`config.mk`:
```
export PLATFORM = sky130hd
export DESIGN_NAME = uart_tx_arbiter_flat
export DESIGN_NICKNAME = d
export VERILOG_FILES = /design/src/rtl/uart_tx_arbiter_if.sv /design/src/rtl/uart_tx_arbiter.sv /design/src/flat_wrapper.sv
export SDC_FILE = /design/constraint.sdc
export NUM_CORES = 1
export LEC_CHECK = 0
export CAP_MARGIN = 10
export CORE_MARGIN = 2
export CORE_UTILIZATION = 33
export DETAILED_ROUTE_END_ITERATION = 10
export DONT_BUFFER_PORTS = 1
export PLACE_DENSITY = 0.56
export SLEW_MARGIN = 0
export SYNTH_ARGS = -nofsm -noshare
export SYNTH_HDL_FRONTEND = slang
export SYNTH_SLANG_ARGS = --single-unit
```
`constraint.sdc`:
```
create_clock -name clk -period 2.3 [get_ports clk]
set_clock_uncertainty 0.05 [all_clocks]
set_input_delay 0.115 -clock clk [delete_from_list [all_inputs] [get_ports clk]]
set_output_delay 0.115 -clock clk [all_outputs]
set_load 0.02 [all_outputs]
```
`src/rtl/uart_tx_arbiter_if.sv`:
```
// Requester/transmitter bundle for uart_tx_arbiter.
// The master side is the client logic plus the transmitter; the slave side is the arbiter.
interface uart_tx_arbiter_if #(parameter int NUM_REQ = 4);
  localparam int IW = $clog2(NUM_REQ);

  logic [NUM_REQ-1:0]      reqValid;
  logic [NUM_REQ-1:0][7:0] reqData;
  logic [NUM_REQ-1:0]      reqLast;
  logic [NUM_REQ-1:0]      reqReady;
  logic                    txStart;
  logic [7:0]              txData;
  logic                    txBusy;
  logic                    grantValid;
  logic [IW-1:0]           grantId;
  logic                    errPulse;

  modport master (
    output reqValid, reqData, reqLast, txBusy,
    input  reqReady, txStart, txData, grantValid, grantId, errPulse
  );
  modport slave (
    input  reqValid, reqData, reqLast, txBusy,
    output reqReady, txStart, txData, grantValid, grantId, errPulse
  );
endinterface

```
`src/rtl/uart_tx_arbiter.sv`:
```
// Round-robin sharing of one UART byte transmitter among NUM_REQ requesters.
// A requester keeps the grant across a frame until it sends a byte with reqLast set.
module uart_tx_arbiter #(
  parameter int NUM_REQ        = 4,
  parameter int GAP_CYCLES     = 0,
  parameter int TIMEOUT_CYCLES = 65535
) (
  input logic             clk,
  input logic             rst,
  uart_tx_arbiter_if.slave bus
);
  localparam int IW   = $clog2(NUM_REQ);
  localparam int CMAX = (TIMEOUT_CYCLES > GAP_CYCLES) ? TIMEOUT_CYCLES : GAP_CYCLES;
  localparam int CW   = $clog2(CMAX + 1);

  typedef enum logic [2:0] {ARB, LOAD, START, SEND, GAP, HOLD} state_t;

  state_t        state, state_n;
  logic          busy_meta, busy_s;
  logic [CW-1:0] cnt, cnt_n;
  logic [IW-1:0] last_grant, last_grant_n, grant_id_n, winner, idx;
  logic          lock, lock_n, tx_start_n, grant_valid_n, err_n, found;
  logic [7:0]    tx_data_n;

  // Search order starts just after the previous winner, wrapping at NUM_REQ.
  always_comb begin
    found  = 1'b0;
    winner = last_grant;
    idx    = last_grant;
    for (int k = 0; k < NUM_REQ; k++) begin
      idx = (idx == IW'(NUM_REQ - 1)) ? '0 : idx + 1'b1;
      if (!found && bus.reqValid[idx]) begin
        found  = 1'b1;
        winner = idx;
      end
    end
  end

  always_comb begin
    bus.reqReady = '0;
    if (state == LOAD) bus.reqReady[bus.grantId] = 1'b1;
  end

  always_comb begin
    state_n       = state;
    cnt_n         = cnt;
    lock_n        = lock;
    last_grant_n  = last_grant;
    tx_start_n    = bus.txStart;
    tx_data_n     = bus.txData;
    grant_valid_n = bus.grantValid;
    grant_id_n    = bus.grantId;
    err_n         = 1'b0;
    unique case (state)
      ARB: begin
        grant_valid_n = 1'b0;
        if (found) begin
          grant_id_n    = winner;
          grant_valid_n = 1'b1;
          last_grant_n  = winner;
          state_n       = LOAD;
        end
      end
      LOAD: begin
        tx_data_n  = bus.reqData[bus.grantId];
        lock_n     = ~bus.reqLast[bus.grantId];
        tx_start_n = 1'b1;
        cnt_n      = '0;
        state_n    = START;
      end
      START: begin
        if (busy_s) begin
          tx_start_n = 1'b0;
          cnt_n      = '0;
          state_n    = SEND;
        end else if (cnt == CW'(TIMEOUT_CYCLES - 1)) begin
          // Transmitter never acknowledged; the byte is dropped, not retried.
          tx_start_n    = 1'b0;
          err_n         = 1'b1;
          lock_n        = 1'b0;
          grant_valid_n = 1'b0;
          cnt_n         = '0;
          state_n       = ARB;
        end else begin
          cnt_n = cnt + 1'b1;
        end
      end
      SEND: begin
        if (!busy_s) begin
          cnt_n   = '0;
          state_n = GAP;
        end
      end
      GAP: begin
        if (int'(cnt) + 1 >= GAP_CYCLES) begin
          cnt_n = '0;
          if (lock) state_n = HOLD;
          else begin
            grant_valid_n = 1'b0;
            state_n       = ARB;
          end
        end else begin
          cnt_n = cnt + 1'b1;
        end
      end
      HOLD: begin
        if (bus.reqValid[bus.grantId]) begin
          cnt_n   = '0;
          state_n = LOAD;
        end else if (cnt == CW'(TIMEOUT_CYCLES - 1)) begin
          err_n         = 1'b1;
          lock_n        = 1'b0;
          grant_valid_n = 1'b0;
          cnt_n         = '0;
          state_n       = ARB;
        end else begin
          cnt_n = cnt + 1'b1;
        end
      end
      default: state_n = ARB;
    endcase
  end

  always_ff @(posedge clk or posedge rst) begin
    if (rst) begin
      busy_meta      <= 1'b0;
      busy_s         <= 1'b0;
      state          <= ARB;
      cnt            <= '0;
      last_grant     <= IW'(NUM_REQ - 1);
      lock           <= 1'b0;
      bus.txStart    <= 1'b0;
      bus.txData     <= '0;
      bus.grantValid <= 1'b0;
      bus.grantId    <= '0;
      bus.errPulse   <= 1'b0;
    end else begin
      busy_meta      <= bus.txBusy;
      busy_s         <= busy_meta;
      state          <= state_n;
      cnt            <= cnt_n;
      last_grant     <= last_grant_n;
      lock           <= lock_n;
      bus.txStart    <= tx_start_n;
      bus.txData     <= tx_data_n;
      bus.grantValid <= grant_valid_n;
      bus.grantId    <= grant_id_n;
      bus.errPulse   <= err_n;
    end
  end
endmodule
```
`src/flat_wrapper.sv`:
```
// flat-port wrapper written by rule: the top's interface ports become plain ports
module uart_tx_arbiter_flat 
#(
  parameter int NUM_REQ        = 4,
  parameter int GAP_CYCLES     = 0,
  parameter int TIMEOUT_CYCLES = 65535
)
  (clk, rst, bus_reqValid, bus_reqData, bus_reqLast, bus_txBusy, bus_reqReady, bus_txStart, bus_txData, bus_grantValid, bus_grantId, bus_errPulse);
  uart_tx_arbiter_if #(.NUM_REQ(NUM_REQ)) bus_i ();
  input logic clk;
  input logic rst;
  input wire logic [$bits(bus_i.reqValid)-1:0] bus_reqValid;
  input wire logic [$bits(bus_i.reqData)-1:0] bus_reqData;
  input wire logic [$bits(bus_i.reqLast)-1:0] bus_reqLast;
  input wire logic [$bits(bus_i.txBusy)-1:0] bus_txBusy;
  output wire logic [$bits(bus_i.reqReady)-1:0] bus_reqReady;
  output wire logic [$bits(bus_i.txStart)-1:0] bus_txStart;
  output wire logic [$bits(bus_i.txData)-1:0] bus_txData;
  output wire logic [$bits(bus_i.grantValid)-1:0] bus_grantValid;
  output wire logic [$bits(bus_i.grantId)-1:0] bus_grantId;
  output wire logic [$bits(bus_i.errPulse)-1:0] bus_errPulse;
  assign bus_i.reqValid = bus_reqValid;
  assign bus_i.reqData = bus_reqData;
  assign bus_i.reqLast = bus_reqLast;
  assign bus_i.txBusy = bus_txBusy;
  assign bus_reqReady = bus_i.reqReady;
  assign bus_txStart = bus_i.txStart;
  assign bus_txData = bus_i.txData;
  assign bus_grantValid = bus_i.grantValid;
  assign bus_grantId = bus_i.grantId;
  assign bus_errPulse = bus_i.errPulse;
  uart_tx_arbiter #(.NUM_REQ(NUM_REQ), .GAP_CYCLES(GAP_CYCLES), .TIMEOUT_CYCLES(TIMEOUT_CYCLES)) u_core (.clk(clk), .rst(rst), .bus(bus_i));
endmodule
```
# Word level (Yosys, flattened, before mapping)
# Index checks and enable logic that the tools add are counted.
# word_totals
register_bits	37
latch_bits	0
ramBits	0
rom_bits	0
n_memories	0
# op_classes
add_sub_neg	6
multipliers	0
div_mod_pow	0
magnitude_cmp	7
n_eq_ne	17
shifts	0
n_mux	61
bitwise_logic	1
reduce_logical	18
# ops
op	count
16-bit two-way mux	5
16-bit case mux with 5 select lines	1
32-bit by 1-bit greater-or-equal comparator with 1-bit output, second input constant	1
1-bit two-way mux	25
3-bit two-way mux	7
3-bit case mux with 6 select lines	1
16-bit by 1-bit adder with 17-bit output, second input constant	1
16-bit by 1-bit adder with 16-bit output, second input constant	1
8-bit binary-select mux with 2-bit select	1
16-bit == test, second input constant	1
2-bit two-way mux	8
2-bit by 3-bit < comparator with 1-bit output, second input constant	5
1-bit binary-select mux with 2-bit select	6
2-bit by 1-bit adder with 2-bit output, second input constant	4
2-bit == test, second input constant	4
8-bit two-way mux	1
2-bit inequality test, second input constant	4
3-bit by 2-bit == test with 1-bit output, second input constant	2
3-bit == test, second input constant	2
2-bit AND reduction	3
3-bit AND reduction	2
5-bit AND reduction	1
5-bit nonzero test	1
1-bit logical AND	4
other kinds (15)	19

# Depth between registers and ports, before layout
# Gate-level depths: netlist (run 1).
# logic_depth
depth_word	16
ltp_mapped	9
ltp_nobuf	7

# Worst setup path after synthesis (run 1)
# OpenSTA, ideal clock, no wires.
# synth_timing
path_type	register to register
startpoint	register u_core.bus.grantId[0]
endpoint	register u_core.bus.txData[0]
setup_time_ns	0.125
arrival_ns	1.862
setup_slack_ns	0.264
path_stages_with_launch	5
path_buffers	2
synth_period_minus_slack_ns	2.036
cell_sequence	dfrtp_1 > buf_2 > buf_1 > mux4_2 > mux2_2
# synth_between
elab_chain_cells	2
# synth_rtl
element	line	text
start: declaration	uart_tx_arbiter_if.sv:23	output reqReady, txStart, txData, grantValid, grantId, errPulse
start signal: assignment	uart_tx_arbiter.sv:147	bus.grantId <= grant_id_n;
8-bit binary-select mux with 2-bit select	uart_tx_arbiter.sv:65	tx_data_n = bus.reqData[bus.grantId];
8-bit two-way mux (not written as such)	uart_tx_arbiter.sv:65	
end signal: assignment	uart_tx_arbiter.sv:145	bus.txData <= tx_data_n;
end: declaration	uart_tx_arbiter_if.sv:23	
# No other way between the ends. The select of a mux whose other input is x is not followed.
# A chain may end at the register's enable or synchronous reset.

# Worst setup path in the final report (run 1)
# layout_timing
startpoint	register u_core.last_grant[0]
endpoint	register u_core.last_grant[1]
# layout_between
elab_chain_cells	15
# layout_rtl
element	line	text
start: declaration	uart_tx_arbiter.sv:21	logic [IW-1:0] last_grant, last_grant_n, grant_id_n, winner, idx;
start signal: assignment	uart_tx_arbiter.sv:130	last_grant <= IW'(NUM_REQ - 1);
start signal: assignment	uart_tx_arbiter.sv:142	last_grant <= last_grant_n;
2-bit by 1-bit adder with 2-bit output or 2-bit == test (tied branches)	uart_tx_arbiter.sv:31	idx = (idx == IW'(NUM_REQ - 1)) ? '0 : idx + 1'b1;
2-bit two-way mux (*)	uart_tx_arbiter.sv:31	
parallel branches: the longest is 13 deep, another holds 2-bit by 1-bit adder with 2-bit output	-	
# Every way passes the cells marked *. The select of a mux whose other input is x is not followed.

==> results.md, run 1 <==
* Syn-to-layout area delta at 11.0%
* CP Class: flop to flop
* Worst-path clk slew at 80 ps
* H-tree level count at 2
* Pin count of the biggest net entering global routing at 38
* Largest stage delay, worst path at 580 ps
* Crit Path Max Fanout at 12
* Setup ws final at 157 ps
* Crit-path cells: ha_1 -> or4_1 -> a21oi_1 -> a221oi_1 -> a211o_1 -> nand2_1
* Drt total wl at 5230 microns
* DR iter-0 viols at 80
* Die X at about 90 microns
* Core area at ~7200 sq um
* Count leader, synth: dfrtp_1
* Status: finished, final reports clean
* Syn avg cell area at 9.81 sq um
* Share of layout cells above drive strength 1 at 0.219
* Initial Util at 0.337
* TritonCTS buffer count at 5
* Final Hold Viols at 0
* TritonCTS clock tree: yes
* Crit end category: flop
* Global route total overflow at 0
* Synth Cell Area at 2430 sq um
* CP startpoint kind: flop
* Ys flop type: dfrtp_1
* Yosys top cell area share at 0.360
* CP max stage cell: dfstp_2
* DP Worst Slack at 188 ps
* Worst EP arrival at 2320 ps
* Setup-failing EPs final at 0
* Syn_nets at 294
* Warnings, synthesis at 0
* # rows at 31
* Nets at about 300
* Routed Antenna Nets at 0
* Post-CTS Setup Inserts at 0
* N_diodes at 0
* Worst hold path type: input pin to flop
* Tmin final at ~2100 ps
* Post-synth top cells: 35 x dfrtp_1, 25 x nor2_1, 22 x nand2_1, 16 x o21ai_0, 11 x a21oi_1
* Setup TNS Final at 0 ps
* DRC at 0
* Vias in the first global route at 1949
* Max transition margin at 0.590
* RSZ-0062 raised after global routing: no
* F_max at roughly 470 MHz
* Synth top area cells: dfrtp_1 36%, mux4_2 9.3%, mux2_2 4.2%, nor2_1 3.9%, nand2_1 3.4%
* Total vias in the final route at a little under 2000
* Worst-margin pin slew at 599 ps
* Cells after Synth at 248
* Yosys cell types at 58
* IO Count at 60
* Leading area contributor after synthesis: dfrtp_1
* Critical Path RT at 2480 ps
* Max cap viols at 0
* Peak supply drop at 0.602 mV
* Gr usage total at 0.135
* First-pass GRT wire length at 9030 microns
* LEAKAGE at 1.10 nW
* Clock Tree Root: clkbuf_8
* Clk_lat worst skew at 280 ps
* # port buffers at 0
* Antenna violations before repair at 0
* Vias per Instance at ~5.5
* Router iterations before antenna repair at 4
* Share of flip-flops with an asynchronous set or reset at 1.00
* Tot Pwr at 3.33 mW
* Fin. max-slew vios at 0
* Final period util at 0.932
* RePlAce Congestion at 0.853
* Sequential-to-total area share from yosys stat at 0.381
* Post-synth EDFFs at 0
* DP HPWL at ~3900 microns
* Number of synthesized register bits at 37
* Clock tree buffer depth at 2
* DR WL/cell at 14.7 microns
* Total die area at a little over 8000 sq um
* Sink Count at 37
* PD cells at approximately 1200 nW/um^2
* Die height at 89.9 microns
## cell families (layout without fill, tap and decap cells)
kind of cell | after synthesis | in the layout | share of synthesized area
compound gates | 57 | 57 | 0.156
xor+xnor | 11 | 11 | 0.0396
fa+ha+maj | 3 | 3 | 0.0154
buf+inv | 23 | 31 | 0.0499
flops | 37 | 37 | 0.381
mux | 20 | 20 | 0.138
simple gates | 97 | 97 | 0.219
## path summary, 6_finish.rpt
check                      slack (ps)                  from                    to  cells past startpoint
max                               160  u_core.last_grant[0]  u_core.last_grant[1]                      6
min in group asynchronous         340                   rst       u_core.state[2]                      3
max reg2reg                       160  u_core.last_grant[0]  u_core.last_grant[1]                      6
min                                 8       bus_reqValid[1]  u_core.last_grant[1]                      3
min reg2reg                       310      u_core.busy_meta         u_core.busy_s                      0
max in group asynchronous        1510                   rst  u_core.last_grant[1]                      3
## registers in the layout (all words and copies together), names as in the netlist
name / count
u_core.cnt: 16
u_core.bus.txData: 8
u_core.state: 3
u_core.bus.grantId: 2
u_core.last_grant: 2
u_core.bus.errPulse: 1
u_core.bus.grantValid: 1
u_core.bus.txStart: 1
u_core.busy_meta: 1
u_core.busy_s: 1
u_core.lock: 1
## through the flow
stage / hold slack [ps] / area [sq um] / util / std cells
global placement: 96.5 / 2560 / 0.355 / 345
floorplan: 96.4 / 2430 / - / 248
global route: 37.3 / 2700 / 0.374 / 355
finish: 8.31 / 2700 / 0.374 / 355
CTS: 1.85 / 2700 / 0.374 / 355
detailed placement: 96.5 / 2560 / 0.355 / 345
## layout by cell type, fill, tap and decap left out, types with 5 or more instances in the layout
| cell | instances |
|---|---|
| a21oi_1 | 11 |
| buf_4 | 13 |
| clkbuf_8 | 6 |
| dfrtp_1 | 35 |
| inv_1 | 8 |
| mux2_2 | 9 |
| mux4_2 | 10 |
| nand2_1 | 22 |
| nand2b_1 | 5 |
| nand3_1 | 7 |
| nand4_1 | 6 |
| nor2_1 | 25 |
| o21ai_0 | 16 |
| xor2_1 | 9 |
## repair_timing
item	4_1_cts	5_1_grt
endpoints found under the hold margin	36	0
hold buffers	2	0
resized for setup	0	0
## final cells by class
| class | instances | area (sq um) |
|---|---|---|
| fill | 751 | 4510 |
| timing repair buffer | 15 | 118 |
| clock inverter | 1 | 30.0 |
| tap | 99 | 124 |
| inverter | 8 | 30.0 |
| sequential | 37 | 928 |
| clock buffer | 7 | 86.3 |
| multi-input combinational | 188 | 1380 |
## power breakdown
part	switching, mW	internal (mW)	leakage [nW]
logic	0.856	0.750	0.570
registers	0.297	0.845	0.469
clock network	0.227	0.354	0.0585
## routing by layer
metal	vias up	global-route usage	routed length (microns)
met2	77	0.219	2420
met5	-	0	0
met3	4	0.0344	369
met1	938	0.179	2380
met4	0	0.0372	56
li1	934	-	-
## critical path: cells and delay by family, from the launching register on
kind            cells  cell delay [ps]
simple gates        2              570
compound gates      3              550
fa+ha+maj           1              350
flops               1              580
(Power assumes the default switching activity.)
==> run 2, diff against run 1 <==
--- a/config.mk
+++ b/config.mk
@@ -5,11 +5,13 @@
 export SDC_FILE = /design/constraint.sdc
 export NUM_CORES = 1
 export LEC_CHECK = 0
+export ABC_AREA = 1
 export CAP_MARGIN = 10
 export CORE_MARGIN = 2
 export CORE_UTILIZATION = 33
 export DETAILED_ROUTE_END_ITERATION = 10
 export DONT_BUFFER_PORTS = 1
+export MAX_ROUTING_LAYER = met4
 export PLACE_DENSITY = 0.56
 export SLEW_MARGIN = 0
 export SYNTH_ARGS = -nofsm -noshare
==> run 2 against run 1 <==
Clock power fell by 18%; die area rose by 3.3%; hold slack improved by 0.69 ps; sequential share of layout area fell by 1.9 points; synthesized cell count rose by 42%; cell area rose by 5.7%; flip-flop and latch count did not move; cell count rose by 33%; largest cell class unchanged; largest power group unchanged; highest routed layer unchanged; register-to-register slack improved by 60 ps.
==> results.md, run 2 <==
* Synth Cell Area at 2520 sq um
* H-tree level count at 2
* Post-Layout Cell Count at between 400 and 500
* Synth top area cells: dfrtp_1 35%, nand2_1 18%, nor2_1 5.2%, inv_1 4.3%, nand2_2 4.2%
* Vias per Instance at about 4.7
* Crit end category: flop
* Number of synthesized register bits at 37
* Yosys top cell area share at 0.348
* Nets at ~420
* IO Count at 60
* Worst R2R Start: u_core.last_grant[0]
* Drt total wl at a little under 6000 microns
* Vias in the first global route at between 2000 and 2500
* Worst hold path type: input pin to flop
* Max reg flops at 16
* Die X at 91.3 microns
* CP startpoint kind: flop
* TritonCTS clock tree: yes
* Reg2reg setup slack at about 220 ps
* Largest registers: u_core.cnt: 16 flops, u_core.bus.txData: 8 flops, u_core.state: 3 flops
* Clock Tree Root: clkbuf_8
* Final Hold Viols at 0
* # rows at 31
* Largest stage delay, worst path at ~580 ps
* Antenna violations before repair at 0
* Global route total overflow at 0
* Syn avg cell area at 7.13 sq um
* Warnings, synthesis at 0
* Gr usage total at 0.150
* Share of layout cells above drive strength 1 at 0.198
* First-pass GRT wire length at between 10000 and 15000 microns
* Die height at 91.3 microns
* RePlAce Congestion at roughly 0.84
* TritonCTS buffer count at 5
* Worst EP arrival at roughly 2200 ps
* Max cap viols at 0
* Status: finished, final reports clean
* Syn_nets at 399
* Worst r2r dst: u_core.bus.grantId[0]
* Post-synth EDFFs at 0
* Syn-to-layout area delta at 13.4%
* DP HPWL at about 4400 microns
* Core area at 7330 sq um
* Hold Startpoint: bus_reqLast[0]
* Clk_lat worst skew at 290 ps
* Setup ws final at 222 ps
* Share of flip-flops with an asynchronous set or reset at 1.00
* Total vias in the final route at 2239
* R2r worst-path depth at 13
* Crit Path Max Fanout at 7
* Post-route cell area at approximately 2900 sq um
* Setup TNS Final at 0 ps
* Setup-failing EPs final at 0
* Yosys cell types at 33
* Worst-margin pin slew at roughly 480 ps
* DR WL/cell at 12.2 microns
* Final period util at 0.903
* DP Worst Slack at approximately 170 ps
* # port buffers at 0
* CP max stage cell: dfstp_2
* Fin. max-slew vios at 0
* Commonest cells after routing, fill and taps aside: 119 x nand2_1, 35 x nor2_1, 35 x dfrtp_1
* Sink Count at 37
* Area post-placement at 2670 sq um
* Cells after Synth at 353
* Critical Path RT at 2430 ps
* Largest register by flop count: u_core.cnt
* F_max at 481 MHz
* Leading area contributor after synthesis: dfrtp_1
* Hold WS at 9.00 ps
* Max transition margin at 0.680
* Initial Util at 0.343
* Hold EP: u_core.lock
* Count leader, synth: nand2_1
* Hold depth at 3
* LEAKAGE at 1.34 nW
* Sequential-to-total area share from yosys stat at 0.369
* Worst-path clk slew at 80 ps
* Total die area at 8340 sq um
* Clock tree buffer depth at 2
* Placed cell count at 455
* CP Class: flop to flop
* RSZ-0062 raised after global routing: no
* Crit-path cells: ha_2 -> inv_4 -> nand2_1 -> nand2_2 -> nand2_2 -> nand2_4 -> nand2_4 -> nor2_8 -> nand2_2 -> nand2_4 -> nor2_2 -> nand2_1 -> nand2_1
* DR iter-0 viols at 95
* Tmin final at 2080 ps
* Peak supply drop at 0.499 mV
* Post-synth top cells: 119 x nand2_1, 35 x dfrtp_1, 35 x nor2_1, 29 x inv_1, 17 x nand2_2
* Most common cell after layout, fill and taps aside: nand2_1
* Ys flop type: dfrtp_1
* Pin count of the biggest net entering global routing at 38
* DRC at 0
* N_diodes at 0
* PD cells at 1330 nW/um^2
* Routed Antenna Nets at 0
* Router iterations before antenna repair at 4
## run 2: cell types whose count changed in the layout (fill, tap and decap cells not counted), sizes merged, moves of 6 or more
cell   delta
buf       -6
inv      +33
mux2      -9
mux4     -10
nand2   +122
nand3    +10
nor2     +18
nor3     +10
## run 2: worst max-delay path, delay by kind of cell (launching register included)
family                     cells  cell delay, ps
adders and majority gates      1             330
DFF                            1             580
and+or+nand+nor               11             860
buffers and inverters          1             130
## run 2: cell families (layout without fill, tap and decap cells)
family / after synthesis / in the layout / share of synthesized area
and+or+nand+nor: 230 / 230 / 0.446
buffers and inverters: 43 / 63 / 0.0651
DFF: 37 / 37 / 0.369
AOI/OAI and AO/OA: 36 / 36 / 0.0914
xor gates and xnor gates: 4 / 4 / 0.0139
adders and majority gates: 3 / 3 / 0.0149
## run 2: per-stage QoR
stage	total power [mW]	utilization
finish	3.81	0.389
global route	4.19	0.389
CTS	3.80	0.387
detailed placement	3.27	0.364
global placement	3.27	0.364
floorplan	2.84	-
## run 2: how the worst max path moves through the flow
stage,start,to,cells past startpoint
6_report,u_core.last_grant[0],u_core.bus.grantId[0],13
5_1_grt,u_core.last_grant[0],u_core.bus.grantId[0],13
4_1_cts,u_core.last_grant[0],u_core.bus.grantId[0],13
3_5_place_dp,u_core.last_grant[0],u_core.bus.grantId[0],13
3_3_place_gp,u_core.last_grant[0],u_core.bus.grantId[0],13
2_1_floorplan,u_core.last_grant[0],u_core.bus.grantId[0],13
## run 2: cell type report
class / count / area [sq um]
Timing Repair Buffer: 14 / 123
Inverter: 41 / 159
Multi-Input combinational cell: 273 / 1430
Clock buffer: 5 / 68.8
Sequential cell: 37 / 928
Clock inverter: 3 / 25.0
Tap cell: 99 / 124
Fill cell: 761 / 4480
## run 2: routing by layer
| metal | vias up | track usage | routed length, microns |
|---|---|---|---|
| li1 | 1166 | - | - |
| met1 | 1036 | 0.196 | 2860 |
| met2 | 33 | 0.233 | 2680 |
| met3 | 4 | 0.0324 | 183 |
| met4 | 0 | 0.0455 | 47 |
| met5 | - | - | 0 |
## run 2: what timing repair did
action | 4_1_cts | 5_1_grt
buffers inserted | 0 | 2
hold buffers | 7 | 0
gates resized for setup | 0 | 2
endpoints found under the hold margin | 40 | 0
setup endpoints to repair | 0 | 2
## run 2: power by group
| part | leakage (nW) | switching (mW) | total [mW] | internal, mW |
|---|---|---|---|---|
| sequential | 0.476 | 0.284 | 1.13 | 0.843 |
| clock | 0.0447 | 0.258 | 0.477 | 0.219 |
| combinational | 0.817 | 1.46 | 2.20 | 0.740 |
==> run 3, diff against run 2 <==
==> constraint.sdc (replaced) <==
create_clock -name clk -period 2.3 [get_ports clk]
set_clock_uncertainty 0.05 [all_clocks]
set_input_delay 0.115 -clock clk [delete_from_list [all_inputs] [get_ports clk]]
set_output_delay 0.115 -clock clk [all_outputs]
set_load 0.01 [all_outputs]
==> run 3 against run 2 <==
First-iteration DRC count is 13% higher; non-clock buffer count stayed put; largest power group unchanged; die area stayed put; hold slack worse by 5.3 ps; critical path depth stayed put; power hardly changed; sequential share of layout area is 0.38 points lower; clock power is 21% higher; fmax is 2.8% lower.
==> results.md, run 3 (synthesis gave the netlist of run 2 again) <==
* Status: finished, final reports clean
* Final Hold Viols at 0
* Worst-margin pin slew at 476 ps
* Drt total wl at 5850 microns
* DR WL/cell at around 12 microns
* Initial Util at 0.343
* Clock Tree Root: clkbuf_8
* Largest stage delay, worst path at 610 ps
* Largest registers: u_core.cnt: 16 flops, u_core.bus.txData: 8 flops, u_core.state: 3 flops
* Worst EP arrival at 2270 ps
* Post-CTS Setup Inserts at 0
* RePlAce Congestion at 0.836
* CP startpoint kind: flop
* Max cap viols at 0
* Placed cell count at 453
* Vias per Instance at between 4 and 5
* Fin. max-slew vios at 0
* Tot Pwr at about 3.8 mW
* Critical Path RT at around 2400 ps
* Share of layout cells above drive strength 1 at 0.188
* PD cells at 1320 nW/um^2
* Crit Path Max Fanout at 7
* Setup ws final at 163 ps
* Worst-path clk slew at 80 ps
* DR iter-0 viols at 107
* DP Worst Slack at 150 ps
* H-tree level count at 2
* Gr usage total at 0.152
* Pin count of the biggest net entering global routing at 38
* Core area at 7330 sq um
* CP bufs+invs at 1
* CP max stage cell: dfstp_2
* Syn-to-layout area delta at 14.8%
* Hold Startpoint: bus_reqLast[2]
* Max transition margin at 0.683
* LEAKAGE at 1.35 nW
* Tmin final at 2140 ps
* Antenna violations before repair at 0
* Setup-failing EPs final at 0
* Clk_lat worst skew at around 300 ps
* Commonest cells after routing, fill and taps aside: 119 x nand2_1, 35 x nor2_1, 35 x dfrtp_1
* Worst r2r dst: u_core.bus.grantId[0]
* First-pass GRT wire length at 9900 microns
* Final period util at 0.929
* TritonCTS buffer count at 5
* Total vias in the final route at 2284
* Most common cell after layout, fill and taps aside: nand2_1
* N_diodes at 0
* Worst hold path type: input pin to flop
* DP HPWL at 4340 microns
* # rows at 31
* CP Class: flop to flop
* DRC at 0
* Peak supply drop at 0.447 mV
* Crit-path cells: ha_2 -> inv_4 -> nand2_1 -> nand2_2 -> nand2_2 -> nand2_4 -> nand2_4 -> nor2_8 -> nand2_2 -> nand2_4 -> nor2_2 -> nand2_1 -> nand2_1
* Die X at 91.3 microns
* Reg2reg setup slack at 160 ps
* Die height at 91.3 microns
* R2r worst-path depth at 13
* Total die area at 8340 sq um
* F_max at 468 MHz
* Nets at around 420
* TritonCTS clock tree: yes
* Global route total overflow at 0
* Setup TNS Final at 0 ps
* Sink Count at 37
* Worst path top cell family by delay: simple AND/OR/NAND/NOR gates
* Post-Layout Cell Count at roughly 470
* Router iterations before antenna repair at 4
* Clock tree buffer depth at 2
* Max reg flops at 16
* Crit end category: flop
* # port buffers at 0
* Hold EP: u_core.lock
* Hold depth at 3
* Routed Antenna Nets at 0
* IO Count at 60
* Worst R2R Start: u_core.last_grant[0]
* Largest register by flop count: u_core.cnt
* RSZ-0062 raised after global routing: no
* Vias in the first global route at between 2000 and 2500
[run 3: cell count changes in the layout (fill, tap and decap cells not counted), sizes merged]
| cell | delta |
|---|---|
| buf | -4 |
| bufinv | +1 |
| clkbuf | +1 |
| clkinvlp | -1 |
| dlygate4sd3 | +4 |
| inv | -1 |
[run 3: what timing repair did]
item | in CTS | in global routing
hold buffers | 11 | 0
endpoints found under the hold margin | 44 | 0
gates resized for setup | 0 | 3
endpoints found under the setup margin | 0 | 2
[run 3: per-stage QoR]
step | hold slack [ps] | instance area (sq um) | utilization
final | 3.68 | 2890 | 0.394
after global routing | 24.4 | 2890 | 0.394
after CTS | 1.80 | 2880 | 0.393
after detailed placement | 96.5 | 2660 | 0.362
after global placement | 96.5 | 2660 | 0.362
after floorplan | 96.4 | 2520 | -
[run 3: area by class of cell]
type | instances | area (sq um)
clock inverters | 2 | 38.8
fillers | 758 | 4440
inverters | 41 | 159
multi-input cells | 273 | 1430
repair buffers | 14 | 133
flip-flops and latches | 37 | 928
clock buffers | 6 | 72.6
well taps | 99 | 124
[run 3: worst max-delay path by stage]
stage | startpoint | endpoint | slack [ps] | cells past startpoint
2_1_floorplan | u_core.last_grant[0] | u_core.bus.grantId[0] | 330 | 13
3_3_place_gp | u_core.last_grant[0] | u_core.bus.grantId[0] | 230 | 13
3_5_place_dp | u_core.last_grant[0] | u_core.bus.grantId[0] | 150 | 13
4_1_cts | u_core.last_grant[0] | u_core.bus.grantId[0] | 120 | 13
5_1_grt | u_core.last_grant[0] | u_core.bus.grantId[0] | 3 | 13
6_report | u_core.last_grant[0] | u_core.bus.grantId[0] | 160 | 13
[run 3: where the power goes]
| group | internal (mW) | total, mW | switching (mW) |
|---|---|---|---|
| clock network | 0.326 | 0.577 | 0.252 |
| registers | 0.845 | 1.07 | 0.223 |
| logic | 0.715 | 2.16 | 1.44 |
| total | 1.89 | 3.80 | 1.92 |
[run 3: tightest hold or removal path, cell delays in order]
cell and delay (ps):
a22oi_1 50, nand3_1 80, o21ai_0 70
[run 3: metal layers]
layer | GRT usage | wire (microns) | up-vias
li1 | - | - | 1166
met1 | 0.192 | 2840 | 1064
met2 | 0.228 | 2650 | 41
met3 | 0.0349 | 213 | 13
met4 | 0.0770 | 137 | 0
met5 | - | 0 | -
